--- config.mk ---
export PLATFORM = sky130hd
export DESIGN_NAME = issue_scoreboard_flat
export DESIGN_NICKNAME = d
export VERILOG_FILES = /design/src/rtl/core_pkg.sv /design/src/rtl/issue_scoreboard_if.sv /design/src/rtl/scoreboard_bits.sv /design/src/rtl/issue_scoreboard.sv /design/src/flat_wrapper.sv
export SDC_FILE = /design/constraint.sdc
export NUM_CORES = 1
export LEC_CHECK = 0
export BUFFER_PORTS_ARGS = -buffer_cell sky130_fd_sc_hd__buf_2
export CELL_PAD_IN_SITES_DETAIL_PLACEMENT = 1
export CELL_PAD_IN_SITES_GLOBAL_PLACEMENT = 1
export CORE_MARGIN = 2
export CORE_UTILIZATION = 42
export DETAILED_ROUTE_END_ITERATION = 7
export PLACE_DENSITY = 0.89
export SLEW_MARGIN = 20
export SYNTH_ARGS = -nofsm -noshare
export SYNTH_HDL_FRONTEND = slang
export SYNTH_SLANG_ARGS = --single-unit
--- constraint.sdc ---
create_clock -name clk -period 8.5 [get_ports clk]
set_input_delay 1.7 -clock clk [delete_from_list [all_inputs] [get_ports clk]]
set_output_delay 1.7 -clock clk [all_outputs]
set_load 0.005 [all_outputs]
--- src/rtl/core_pkg.sv ---
// core_pkg: shared decode constants, register-file sizing and the issue FSM
// state type for the issue scoreboard slice.
// Instruction layout: opcode[31:26] rd[25:22] rs1[21:18] rs2[17:14] imm[13:0].
package core_pkg;

    localparam int unsigned NREG_DEFAULT = 16;
    localparam int unsigned REG_IDX_W    = 4;

    localparam int unsigned OPC_MSB = 31;
    localparam int unsigned OPC_LSB = 26;
    localparam int unsigned RD_MSB  = 25;
    localparam int unsigned RD_LSB  = 22;
    localparam int unsigned RS1_MSB = 21;
    localparam int unsigned RS1_LSB = 18;
    localparam int unsigned RS2_MSB = 17;
    localparam int unsigned RS2_LSB = 14;
    localparam int unsigned IMM_MSB = 13;
    localparam int unsigned IMM_LSB = 0;

    // opcode bit that marks an instruction as writing rd
    localparam int unsigned OPC_WRITE_BIT = 5;

    typedef enum logic [1:0] {
        ST_IDLE  = 2'd0,
        ST_HOLD  = 2'd1,
        ST_STALL = 2'd2
    } state_e;

    // R0 and R15 are hardwired: never written, never tracked
    function automatic logic reg_writable(input logic [REG_IDX_W-1:0] idx);
        return (idx != '0) && (idx != '1);
    endfunction

endpackage

--- src/rtl/issue_scoreboard_if.sv ---
// issue_scoreboard_if: fetch handshake, issue handshake, write-back and
// status signals of the issue scoreboard.
//   master : fetch/write-back side (drives in_valid, in_instr, out_ready, wb_*)
//   slave  : scoreboard side (drives in_ready, out_*, busy_mask, stall_count)
interface issue_scoreboard_if;

    logic                                 in_valid;
    logic                                 in_ready;
    logic [31:0]                          in_instr;
    logic                                 out_valid;
    logic                                 out_ready;
    logic [core_pkg::REG_IDX_W-1:0]       out_rs1;
    logic [core_pkg::REG_IDX_W-1:0]       out_rs2;
    logic [core_pkg::REG_IDX_W-1:0]       out_rd;
    logic [5:0]                           out_opcode;
    logic [13:0]                          out_imm;
    logic                                 out_reg_write;
    logic                                 wb_valid;
    logic [core_pkg::REG_IDX_W-1:0]       wb_rd;
    logic [core_pkg::NREG_DEFAULT-1:0]    busy_mask;
    logic [15:0]                          stall_count;

    modport master (
        output in_valid, in_instr, out_ready, wb_valid, wb_rd,
        input  in_ready, out_valid, out_rs1, out_rs2, out_rd, out_opcode,
               out_imm, out_reg_write, busy_mask, stall_count
    );

    modport slave (
        input  in_valid, in_instr, out_ready, wb_valid, wb_rd,
        output in_ready, out_valid, out_rs1, out_rs2, out_rd, out_opcode,
               out_imm, out_reg_write, busy_mask, stall_count
    );

endinterface

--- src/rtl/scoreboard_bits.sv ---
// scoreboard_bits: pending-write bit per architectural register.
//   i_set_en/i_set_idx : mark register pending (set wins over same-cycle clear)
//   i_clr_en/i_clr_idx : write-back completion; index 0 and NREG-1 ignored
//   o_busy             : registered pending mask
//   o_hazard_view      : mask used for hazard checks; with SCOREBOARD_BYPASS_EN
//                        defined the register completing this cycle is masked off
module scoreboard_bits #(
    parameter  int unsigned NREG  = core_pkg::NREG_DEFAULT,
    localparam int unsigned IDX_W = $clog2(NREG)
) (
    input  logic             clk,
    input  logic             rst_n,
    input  logic             i_set_en,
    input  logic [IDX_W-1:0] i_set_idx,
    input  logic             i_clr_en,
    input  logic [IDX_W-1:0] i_clr_idx,
    output logic [NREG-1:0]  o_busy,
    output logic [NREG-1:0]  o_hazard_view
);

    logic [NREG-1:0] r_busy;
    logic [NREG-1:0] w_set_vec;
    logic [NREG-1:0] w_clr_vec;

    always_comb begin
        w_set_vec = '0;
        w_clr_vec = '0;
        if (i_set_en) begin
            w_set_vec[i_set_idx] = 1'b1;
        end
        if (i_clr_en && (i_clr_idx != '0) && (i_clr_idx != IDX_W'(NREG - 1))) begin
            w_clr_vec[i_clr_idx] = 1'b1;
        end
    end

    always_ff @(posedge clk or negedge rst_n) begin
        if (!rst_n) begin
            r_busy <= '0;
        end else begin
            r_busy <= (r_busy & ~w_clr_vec) | w_set_vec;
        end
    end

    assign o_busy = r_busy;

`ifdef SCOREBOARD_BYPASS_EN
    assign o_hazard_view = r_busy & ~w_clr_vec;
`else
    assign o_hazard_view = r_busy;
`endif

endmodule

--- src/rtl/issue_scoreboard.sv ---
// issue_scoreboard: single-issue decode stage with RAW/WAW scoreboard.
//   clk, rst_n : clock, asynchronous active-low reset
//   bus        : issue_scoreboard_if.slave (fetch in_*, issue out_*, wb_*,
//                busy_mask, stall_count)
// Optional feature: define SCOREBOARD_BYPASS_EN to let a dependent instruction
// issue in the same cycle as the write-back that clears its hazard.
module issue_scoreboard #(
    parameter int unsigned NREG = core_pkg::NREG_DEFAULT
) (
    input  logic                clk,
    input  logic                rst_n,
    issue_scoreboard_if.slave   bus
);

    import core_pkg::*;

    logic [5:0]           w_opcode;
    logic [REG_IDX_W-1:0] w_rd;
    logic [REG_IDX_W-1:0] w_rs1;
    logic [REG_IDX_W-1:0] w_rs2;
    logic [13:0]          w_imm;
    logic                 w_reg_write;
    logic [NREG-1:0]      w_busy;
    logic [NREG-1:0]      w_hazard_view;
    logic                 w_hazard;
    logic                 w_in_ready;
    logic                 w_accept;
    logic                 w_xfer;
    logic                 w_stall;

    logic                 r_out_valid;
    logic [5:0]           r_opcode;
    logic [REG_IDX_W-1:0] r_rd;
    logic [REG_IDX_W-1:0] r_rs1;
    logic [REG_IDX_W-1:0] r_rs2;
    logic [13:0]          r_imm;
    logic                 r_reg_write;
    logic [15:0]          r_stall_count;

    state_e               r_state;
    state_e               w_state_nxt;

    assign w_opcode    = bus.in_instr[OPC_MSB:OPC_LSB];
    assign w_rd        = bus.in_instr[RD_MSB:RD_LSB];
    assign w_rs1       = bus.in_instr[RS1_MSB:RS1_LSB];
    assign w_rs2       = bus.in_instr[RS2_MSB:RS2_LSB];
    assign w_imm       = bus.in_instr[IMM_MSB:IMM_LSB];
    assign w_reg_write = w_opcode[OPC_WRITE_BIT] && reg_writable(w_rd);

    scoreboard_bits #(
        .NREG (NREG)
    ) u_bits (
        .clk           (clk),
        .rst_n         (rst_n),
        .i_set_en      (w_accept && w_reg_write),
        .i_set_idx     (w_rd),
        .i_clr_en      (bus.wb_valid),
        .i_clr_idx     (bus.wb_rd),
        .o_busy        (w_busy),
        .o_hazard_view (w_hazard_view)
    );

    assign w_hazard   = w_hazard_view[w_rs1] || w_hazard_view[w_rs2] ||
                        (w_reg_write && w_hazard_view[w_rd]);
    assign w_in_ready = !w_hazard && (!r_out_valid || bus.out_ready);
    assign w_accept   = bus.in_valid && w_in_ready;
    assign w_xfer     = r_out_valid && bus.out_ready;
    // only hazard cycles count; back-pressure from out_ready alone does not
    assign w_stall    = bus.in_valid && w_hazard;

    always_ff @(posedge clk or negedge rst_n) begin
        if (!rst_n) begin
            r_state <= ST_IDLE;
        end else begin
            r_state <= w_state_nxt;
        end
    end

    always_comb begin
        w_state_nxt = r_state;
        unique case (r_state)
            ST_IDLE: begin
                if (w_accept)     w_state_nxt = ST_HOLD;
                else if (w_stall) w_state_nxt = ST_STALL;
            end
            ST_HOLD: begin
                if (w_accept)     w_state_nxt = ST_HOLD;
                else if (w_stall) w_state_nxt = ST_STALL;
                else if (w_xfer)  w_state_nxt = ST_IDLE;
            end
            ST_STALL: begin
                // an older instruction may still sit in the output stage
                if (w_accept)           w_state_nxt = ST_HOLD;
                else if (!bus.in_valid) w_state_nxt = (r_out_valid && !w_xfer) ? ST_HOLD : ST_IDLE;
                else if (!w_hazard)     w_state_nxt = ST_HOLD;
            end
            default: w_state_nxt = ST_IDLE;
        endcase
    end

    always_ff @(posedge clk or negedge rst_n) begin
        if (!rst_n) begin
            r_out_valid <= 1'b0;
            r_opcode    <= '0;
            r_rd        <= '0;
            r_rs1       <= '0;
            r_rs2       <= '0;
            r_imm       <= '0;
            r_reg_write <= 1'b0;
        end else if (w_accept) begin
            r_out_valid <= 1'b1;
            r_opcode    <= w_opcode;
            r_rd        <= w_rd;
            r_rs1       <= w_rs1;
            r_rs2       <= w_rs2;
            r_imm       <= w_imm;
            r_reg_write <= w_reg_write;
        end else if (w_xfer) begin
            r_out_valid <= 1'b0;
        end
    end

    always_ff @(posedge clk or negedge rst_n) begin
        if (!rst_n) begin
            r_stall_count <= '0;
        end else if (w_stall && (r_stall_count != '1)) begin
            r_stall_count <= r_stall_count + 16'd1;
        end
    end

    assign bus.in_ready      = w_in_ready;
    assign bus.out_valid     = r_out_valid;
    assign bus.out_opcode    = r_opcode;
    assign bus.out_rd        = r_rd;
    assign bus.out_rs1       = r_rs1;
    assign bus.out_rs2       = r_rs2;
    assign bus.out_imm       = r_imm;
    assign bus.out_reg_write = r_reg_write;
    assign bus.busy_mask     = w_busy;
    assign bus.stall_count   = r_stall_count;

endmodule

--- src/flat_wrapper.sv ---
// flat-port wrapper written by rule: the top's interface ports become plain ports
module issue_scoreboard_flat import core_pkg::*;
#(
    parameter int unsigned NREG = core_pkg::NREG_DEFAULT
)
  (clk, rst_n, bus_in_valid, bus_in_instr, bus_out_ready, bus_wb_valid, bus_wb_rd, bus_in_ready, bus_out_valid, bus_out_rs1, bus_out_rs2, bus_out_rd, bus_out_opcode, bus_out_imm, bus_out_reg_write, bus_busy_mask, bus_stall_count);
  issue_scoreboard_if bus_i ();
  input  logic clk;
  input  logic rst_n;
  input wire logic [$bits(bus_i.in_valid)-1:0] bus_in_valid;
  input wire logic [$bits(bus_i.in_instr)-1:0] bus_in_instr;
  input wire logic [$bits(bus_i.out_ready)-1:0] bus_out_ready;
  input wire logic [$bits(bus_i.wb_valid)-1:0] bus_wb_valid;
  input wire logic [$bits(bus_i.wb_rd)-1:0] bus_wb_rd;
  output wire logic [$bits(bus_i.in_ready)-1:0] bus_in_ready;
  output wire logic [$bits(bus_i.out_valid)-1:0] bus_out_valid;
  output wire logic [$bits(bus_i.out_rs1)-1:0] bus_out_rs1;
  output wire logic [$bits(bus_i.out_rs2)-1:0] bus_out_rs2;
  output wire logic [$bits(bus_i.out_rd)-1:0] bus_out_rd;
  output wire logic [$bits(bus_i.out_opcode)-1:0] bus_out_opcode;
  output wire logic [$bits(bus_i.out_imm)-1:0] bus_out_imm;
  output wire logic [$bits(bus_i.out_reg_write)-1:0] bus_out_reg_write;
  output wire logic [$bits(bus_i.busy_mask)-1:0] bus_busy_mask;
  output wire logic [$bits(bus_i.stall_count)-1:0] bus_stall_count;
  assign bus_i.in_valid = bus_in_valid;
  assign bus_i.in_instr = bus_in_instr;
  assign bus_i.out_ready = bus_out_ready;
  assign bus_i.wb_valid = bus_wb_valid;
  assign bus_i.wb_rd = bus_wb_rd;
  assign bus_in_ready = bus_i.in_ready;
  assign bus_out_valid = bus_i.out_valid;
  assign bus_out_rs1 = bus_i.out_rs1;
  assign bus_out_rs2 = bus_i.out_rs2;
  assign bus_out_rd = bus_i.out_rd;
  assign bus_out_opcode = bus_i.out_opcode;
  assign bus_out_imm = bus_i.out_imm;
  assign bus_out_reg_write = bus_i.out_reg_write;
  assign bus_busy_mask = bus_i.busy_mask;
  assign bus_stall_count = bus_i.stall_count;
  issue_scoreboard #(.NREG(NREG)) u_core (.clk(clk), .rst_n(rst_n), .bus(bus_i));
endmodule
==> summary.md, run 1 <==
| Metric | Value |
|---|---|
| Status | finished, final reports clean |
| Post-Synth Adder-Cell Area | 0.395% |
| Vias in the first global route | between 2000 and 3000 |
| First-pass GRT wire length | roughly 14000 um |
| WHS Path Cells | 0 |
| Die Area | around 8300 um^2 |
| Die height | slightly above 90 um |
| DR iter-0 viols | 86 |
| Horiz. Die Dim | 90.9 um |
| Share of flip-flops with an asynchronous set or reset | 100% |
| Synth area leaders | dfrtp_1, mux2_2, mux4_2 |
| Met1 wire length | around 3600 um |
| Yosys reg bits | 66 |
| Worst R2R Start | u_core.u_bits.o_busy[11] |
| Final setup TNS | 0 ns |
| Post-Synth Simple-Gate Area | between 10% and 20% |
| Ant diodes | 0 |
| Setup bufs post-CTS | 0 |
| Detail Placement HPWL | ~6300 um |
| FF-to-FF End | u_core.u_bits.o_busy[9] |
| Achievable Freq | roughly 0.17 GHz |
| Root buffer cell | clkbuf_8 |
| Wire per inst | around 18 um |
| RD Place Congestion | 0.864 |
| Final wirelength | 8630 um |
| Post-synth EDFFs | 0 |
| Drt drc | 0 |
| Share of the synthesized area in the top cell type | a little over half |
| Post_cts resized | 0 |
| Post-synthesis compound-gate area fraction | 5.84% |
| Pre-Repair DR Iteration Count | 4 |
| PD cells | around 280 nW/um^2 |
| CP dominant cell by count | buf_2 |
| Vias | ~2600 |
| Skew-Pair Late Insertion Delay | around 0.34 ns |
| # nets final | 405 |
| Mux share of post-synthesis cell area | 21.3% |
| Worst min path class | flop to flop |
| Hold Path End | u_core.u_bits.o_busy[15] |
| Worst Skew | about 0.0065 ns |
| Hold buffer count at cts | 0 |
| Starting Density | 43.5% |
| CTS clock-pin slew for the worst setup and hold paths | about 0.07 ns |
| Rows | 31 |
| RSZ-0062 raised after global routing | no |
| Yosys warns | 0 |
| Pleak | about 0.002 uW |
| CTS tree | yes |
| Fin crit period | between 5 and 6 ns |
| Register area share after synthesis | between 50% and 60% |
| CP max stage cell | nor3_2 |
| Core area | 7290 um^2 |
| Max stage delay on crit path | 0.75 ns |
| Via/cell ratio | approximately 5.7 |
| R2r setup slk | roughly 5.5 ns |
| Measured slew at the worst slew-check pin | roughly 1 ns |
| Clock sink total | 66 |
| WL met2 | around 4300 um |
| Layout cell share with drive strength beyond 1 | 49.2% |
| Final Cycle Share | between 60 and 70% |
| Mapped Nets | a little under 300 |
| Synth Cell Area | approximately 3200 um^2 |
| Synth unique cells | 37 |
| WP data arrival | around 4.1 ns |
| Fillers | 821 |
| Main combinational cell family by area after synthesis | multiplexers |
| Mapped Cells | approximately 250 |
| Crit path launch type | input port |
| CTS H-tree lvls | 3 |
| Highest routing layer actually used | met4 |
| Area delta synth->final | 27.0% |
| Largest area contributor in the netlist | dfrtp_1 |
| Xor-xnor portion of the synthesized cell area | between 3 and 4% |
| Number of CTS-inserted buffers | 9 |
| Max cap viols | 0 |
| Critical Path RT | approximately 7 ns |
| Port Buf Inserts | about 110 |
| Top cells by count, synth | dfrtp_1, mux2_2, o21ai_0, o21ai_1 |
| Top FF cell, synth | dfrtp_1 |
| Average footprint of a synthesized cell | 12.5 um^2 |
| Setup CP Type | input port to output port |
| GR Util All Layers | about 22% |
| Relative slew slack | 34.7% |
| Hold Fails Final Rpt | 0 |
| Most frequent cell after synthesis | dfrtp_1 |
| Metal3 WL | 657 um |
| Worst Hold Launch | u_core.u_bits.o_busy[15] |
| Initial antenna violation count | 0 |
| Post-DRT Antenna Nets | 0 |
| Final setup violation count | 0 |
| Worst setup EP type | output port |
| R2R depth | 7 |
| Worst-path cell chain | buf_2, mux4_2, a22o_1, o31a_1, nor3_2, and2_1, buf_2 |
| I/O Pins | between 100 and 150 |
| Peak supply drop | roughly 0.13 mV |
| Longest Clk Path Bufs | 2 |
| Pins Over Slew Limit | 0 |
| Maximum fanout along the worst path | 16 |
| Largest net degree at the start of global routing | 67 |
| Grt total ovfl | 0 |
| Finished Core Util | between 50% and 60% |
[power by group]
group	switching, uW	total (uW)	internal (uW)
Sequential	85.0	502	417
Combinational	150	340	190
Clock	124	298	174
Total	359	1140	781
[layout by cell type (no fill, tap or decap), types with 2 or more instances in the layout]
master | synthesis | layout
a32oi_1 | 2 | 2
and3_1 | 2 | 2
buf_2 | 3 | 107
buf_4 | 2 | 3
bufinv_16 | 0 | 2
clkbuf_8 | 0 | 10
clkinvlp_4 | 0 | 2
dfrtp_1 | 66 | 66
inv_1 | 4 | 4
mux2_2 | 35 | 35
mux4_2 | 12 | 12
nand2_1 | 12 | 12
nand2b_1 | 6 | 6
nand3_1 | 11 | 11
nand3b_1 | 2 | 2
nand4_1 | 10 | 10
nand4b_2 | 2 | 2
nor2_1 | 5 | 5
nor2b_1 | 4 | 4
nor3_1 | 9 | 9
nor4_1 | 4 | 4
o21ai_0 | 14 | 14
o21ai_1 | 14 | 14
or2_2 | 2 | 2
or3b_2 | 2 | 2
xor2_1 | 12 | 12
[cells by family after synthesis]
kind of cell,after synthesis
compound gates,33
xor+xnor,13
fa+ha+maj,1
buf+inv,15
flops,66
mux,48
simple gates,77
[state kept, by name (all words and copies together), names as in the netlist]
name,count
u_core.bus.stall_count,16
u_core.bus.out_rs1,4
u_core.bus.out_imm,14
u_core.bus.out_valid,1
u_core.bus.out_opcode,6
u_core.bus.out_rs2,4
u_core.u_bits.o_busy,16
u_core.bus.out_reg_write,1
u_core.bus.out_rd,4
[critical path: cells and delay by family]
kind | cells | cell delay, ns
multiplexers | 1 | 0.55
AND/OR/NAND/NOR | 2 | 0.98
buffers and inverters | 2 | 0.35
AO/OA/AOI/OAI | 2 | 0.52
[area by class of cell]
type / count / area, um^2 / area share [%]
inverters: 4 / 15.0 / 0.373
clock buffers: 10 / 138 / 3.42
clock inverters: 6 / 88.8 / 2.21
repair buffers: 110 / 558 / 13.9
well taps: 99 / 124 / 3.08
multi-input cells: 172 / 1450 / 36.1
flip-flops and latches: 66 / 1650 / 41.0
[worst max-delay path by stage]
stage	from	to	slack, ns	cells past startpoint
3_3_place_gp	bus_in_instr[22]	bus_in_ready	2.82	7
2_1_floorplan	bus_in_instr[22]	bus_in_ready	3.30	7
6_report	bus_in_instr[22]	bus_in_ready	2.70	7
4_1_cts	bus_in_instr[22]	bus_in_ready	2.69	7
5_1_grt	bus_in_instr[22]	bus_in_ready	2.55	7
3_5_place_dp	bus_in_instr[22]	bus_in_ready	2.71	7
[metrics by stage]
| stage | setup slack (ns) | cells | hold slack [ns] | total power, uW | instance area [um^2] |
|---|---|---|---|---|---|
| 2_1_floorplan | 3.30 | 253 | 0.477 | 670 | 3170 |
| 3_3_place_gp | 2.82 | 451 | 0.472 | 826 | 3800 |
| 3_5_place_dp | 2.71 | 451 | 0.436 | 849 | 3800 |
| 4_1_cts | 2.69 | 467 | 0.454 | 1150 | 4030 |
| 5_1_grt | 2.55 | 467 | 0.480 | 1210 | 4030 |
| 6_report | 2.70 | 467 | 0.451 | 1140 | 4030 |
[routing by layer]
layer	vias up	track usage [%]
met3	13	5.93
met4	0	7.45
met1	1356	27.5
met2	109	35.6
li1	1164	-
met5	-	0
Note: power is estimated with default switching activity, not from simulation.
==> run 2, diff against run 1 <==
--- a/config.mk
+++ b/config.mk
@@ -9,9 +9,9 @@
 export CELL_PAD_IN_SITES_DETAIL_PLACEMENT = 1
 export CELL_PAD_IN_SITES_GLOBAL_PLACEMENT = 1
 export CORE_MARGIN = 2
-export CORE_UTILIZATION = 42
+export CORE_UTILIZATION = 35
 export DETAILED_ROUTE_END_ITERATION = 7
-export PLACE_DENSITY = 0.89
+export PLACE_DENSITY = 0.8
 export SLEW_MARGIN = 20
 export SYNTH_ARGS = -nofsm -noshare
 export SYNTH_HDL_FRONTEND = slang
==> constraint.sdc (replaced) <==
create_clock -name clk -period 5.1 [get_ports clk]
set_input_delay 1.02 -clock clk [delete_from_list [all_inputs] [get_ports clk]]
set_output_delay 1.02 -clock clk [all_outputs]
set_load 0.005 [all_outputs]
==> summary.md, run 2 (same netlist as run 1, synthesis figures left out) <==
| Metric | Value |
|---|---|
| Status | finished, final reports clean |
| First-pass GRT wire length | approximately 13000 um |
| Finished Core Util | between 40% and 50% |
| Max cap viols | 0 |
| I/O Pins | 108 |
| GR Util All Layers | between 15 and 20% |
| Clock sink total | 66 |
| Worst Skew | 0.0133 ns |
| Area delta synth->final | 26.3% |
| Buf+Inv Stages, Crit Path | 3 |
| RSZ-0062 raised after global routing | no |
| Peak supply drop | 0.194 mV |
| Achievable Freq | about 0.25 GHz |
| Skew-Pair Late Insertion Delay | 0.34 ns |
| Vias | approximately 2500 |
| Rows | 34 |
| Pins Over Slew Limit | 0 |
| Hold Fails Final Rpt | 0 |
| CP max stage cell | mux4_2 |
| Minimum hold slack | 0.497 ns |
| Starting Density | 36.2% |
| Placed instance area | approximately 3800 um^2 |
| Measured slew at the worst slew-check pin | about 0.86 ns |
| CTS tree | yes |
| WP data arrival | ~3 ns |
| Relative slew slack | a little over two fifths |
| Post-DRT Antenna Nets | 0 |
| Setup bufs post-CTS | 0 |
| Horiz. Die Dim | approximately 99 um |
| PD cells | about 460 nW/um^2 |
| Setup CP Type | input port to output port |
| Final setup violation count | 0 |
| Final Cycle Share | between 70 and 80% |
| Die height | 99.2 um |
| Worst min path class | flop to flop |
| CTS clock-pin slew for the worst setup and hold paths | approximately 0.06 ns |
| Max stage delay on crit path | 0.54 ns |
| Layout cell share with drive strength beyond 1 | between 40% and 50% |
| Worst setup EP type | output port |
| Final setup TNS | 0 ns |
| Vias in the first global route | ~2500 |
| Number of CTS-inserted buffers | 9 |
| # nets final | 406 |
| Worst-path cell chain | buf_2, mux4_2, and3b_1, o31a_1, nor3_2, buf_4, and2_1, buf_2 |
| Die Area | around 9800 um^2 |
| Port Buf Inserts | 107 |
| Grt total ovfl | 0 |
| Fin crit period | 3.94 ns |
| Wire per inst | 18.1 um |
| Ant diodes | 0 |
| Via/cell ratio | between 5 and 6 |
| DR iter-0 viols | approximately 120 |
| Critical Path RT | 4.08 ns |
| Initial antenna violation count | 0 |
| Drt drc | 0 |
| Final Cell Area | 4010 um^2 |
| Longest Clk Path Bufs | 2 |
| Commonest cells after routing, fill and taps aside | buf_2, dfrtp_1, mux2_2, o21ai_0, o21ai_1 |
| Pre-Repair DR Iteration Count | 4 |
| RD Place Congestion | around 0.84 |
| CP dominant cell by count | buf_2 |
| Final wirelength | between 8000 and 9000 um |
| Detail Placement HPWL | 6400 um |
| Core area | 8760 um^2 |
| CTS H-tree lvls | 3 |
| Crit path launch type | input port |
| Maximum fanout along the worst path | 16 |
| Delay-heaviest family, CP | buffers and inverters |
| Commonest non-fill, non-tap cell in the layout | buf_2 |
| Hold buffer count at cts | 0 |
| Largest net degree at the start of global routing | 67 |
| Root buffer cell | clkbuf_8 |
| Post_cts resized | 0 |
| Pleak | a little under 0.002 uW |
run 2: area by class of cell:
type	instances	area, um^2
inverter	4	15.0
multi-input combinational	172	1450
tap	108	135
clock buffer	12	145
sequential	66	1650
timing repair buffer	111	566
fill	973	4760
clock inverter	3	40.0
run 2: final timing paths:
| check | start | slack, ns | endpoint | depth (start not counted) |
|---|---|---|---|---|
| setup reg to reg | u_core.u_bits.o_busy[1] | 2.16 | u_core.u_bits.o_busy[13] | 7 |
| max in group asynchronous | rst_n | 3.66 | u_core.bus.stall_count[15] | 2 |
| hold reg to reg | u_core.bus.stall_count[10] | 0.50 | u_core.bus.stall_count[10] | 1 |
| min in group asynchronous | rst_n | 0.85 | u_core.bus.stall_count[5] | 2 |
| setup / recovery | bus_in_instr[22] | 1.16 | bus_in_ready | 8 |
| hold / removal | u_core.bus.stall_count[10] | 0.50 | u_core.bus.stall_count[10] | 1 |
run 2: routing by layer:
metal	vias to the layer above	track usage (%)	routed length [um]
li1	1159	-	-
met1	1280	21.8	3520
met2	86	28.7	4370
met3	11	5.55	597
met4	0	4.95	116
met5	-	0	0
run 2: worst reg2reg max path, stage by stage, from the launching register on:
cell      delay (ns)
dfrtp_1         0.47
mux4_2          0.49
a22o_1          0.19
o31a_1          0.30
nor4_4          0.48
buf_4           0.49
nand4b_2        0.24
o21ai_1         0.20
run 2: power by group:
part / switching (uW) / internal (uW) / total, uW
Combinational: 247 / 323 / 570
Clock: 189 / 235 / 424
Sequential: 137 / 695 / 831
run 2: per-stage QoR:
step | setup slack [ns] | cells | total power, uW
floorplan | 1.26 | 253 | 1120
global placement | 1.21 | 461 | 1390
detailed placement | 1.17 | 461 | 1420
CTS | 1.14 | 476 | 1860
global route | 1.08 | 476 | 1940
finish | 1.16 | 476 | 1830
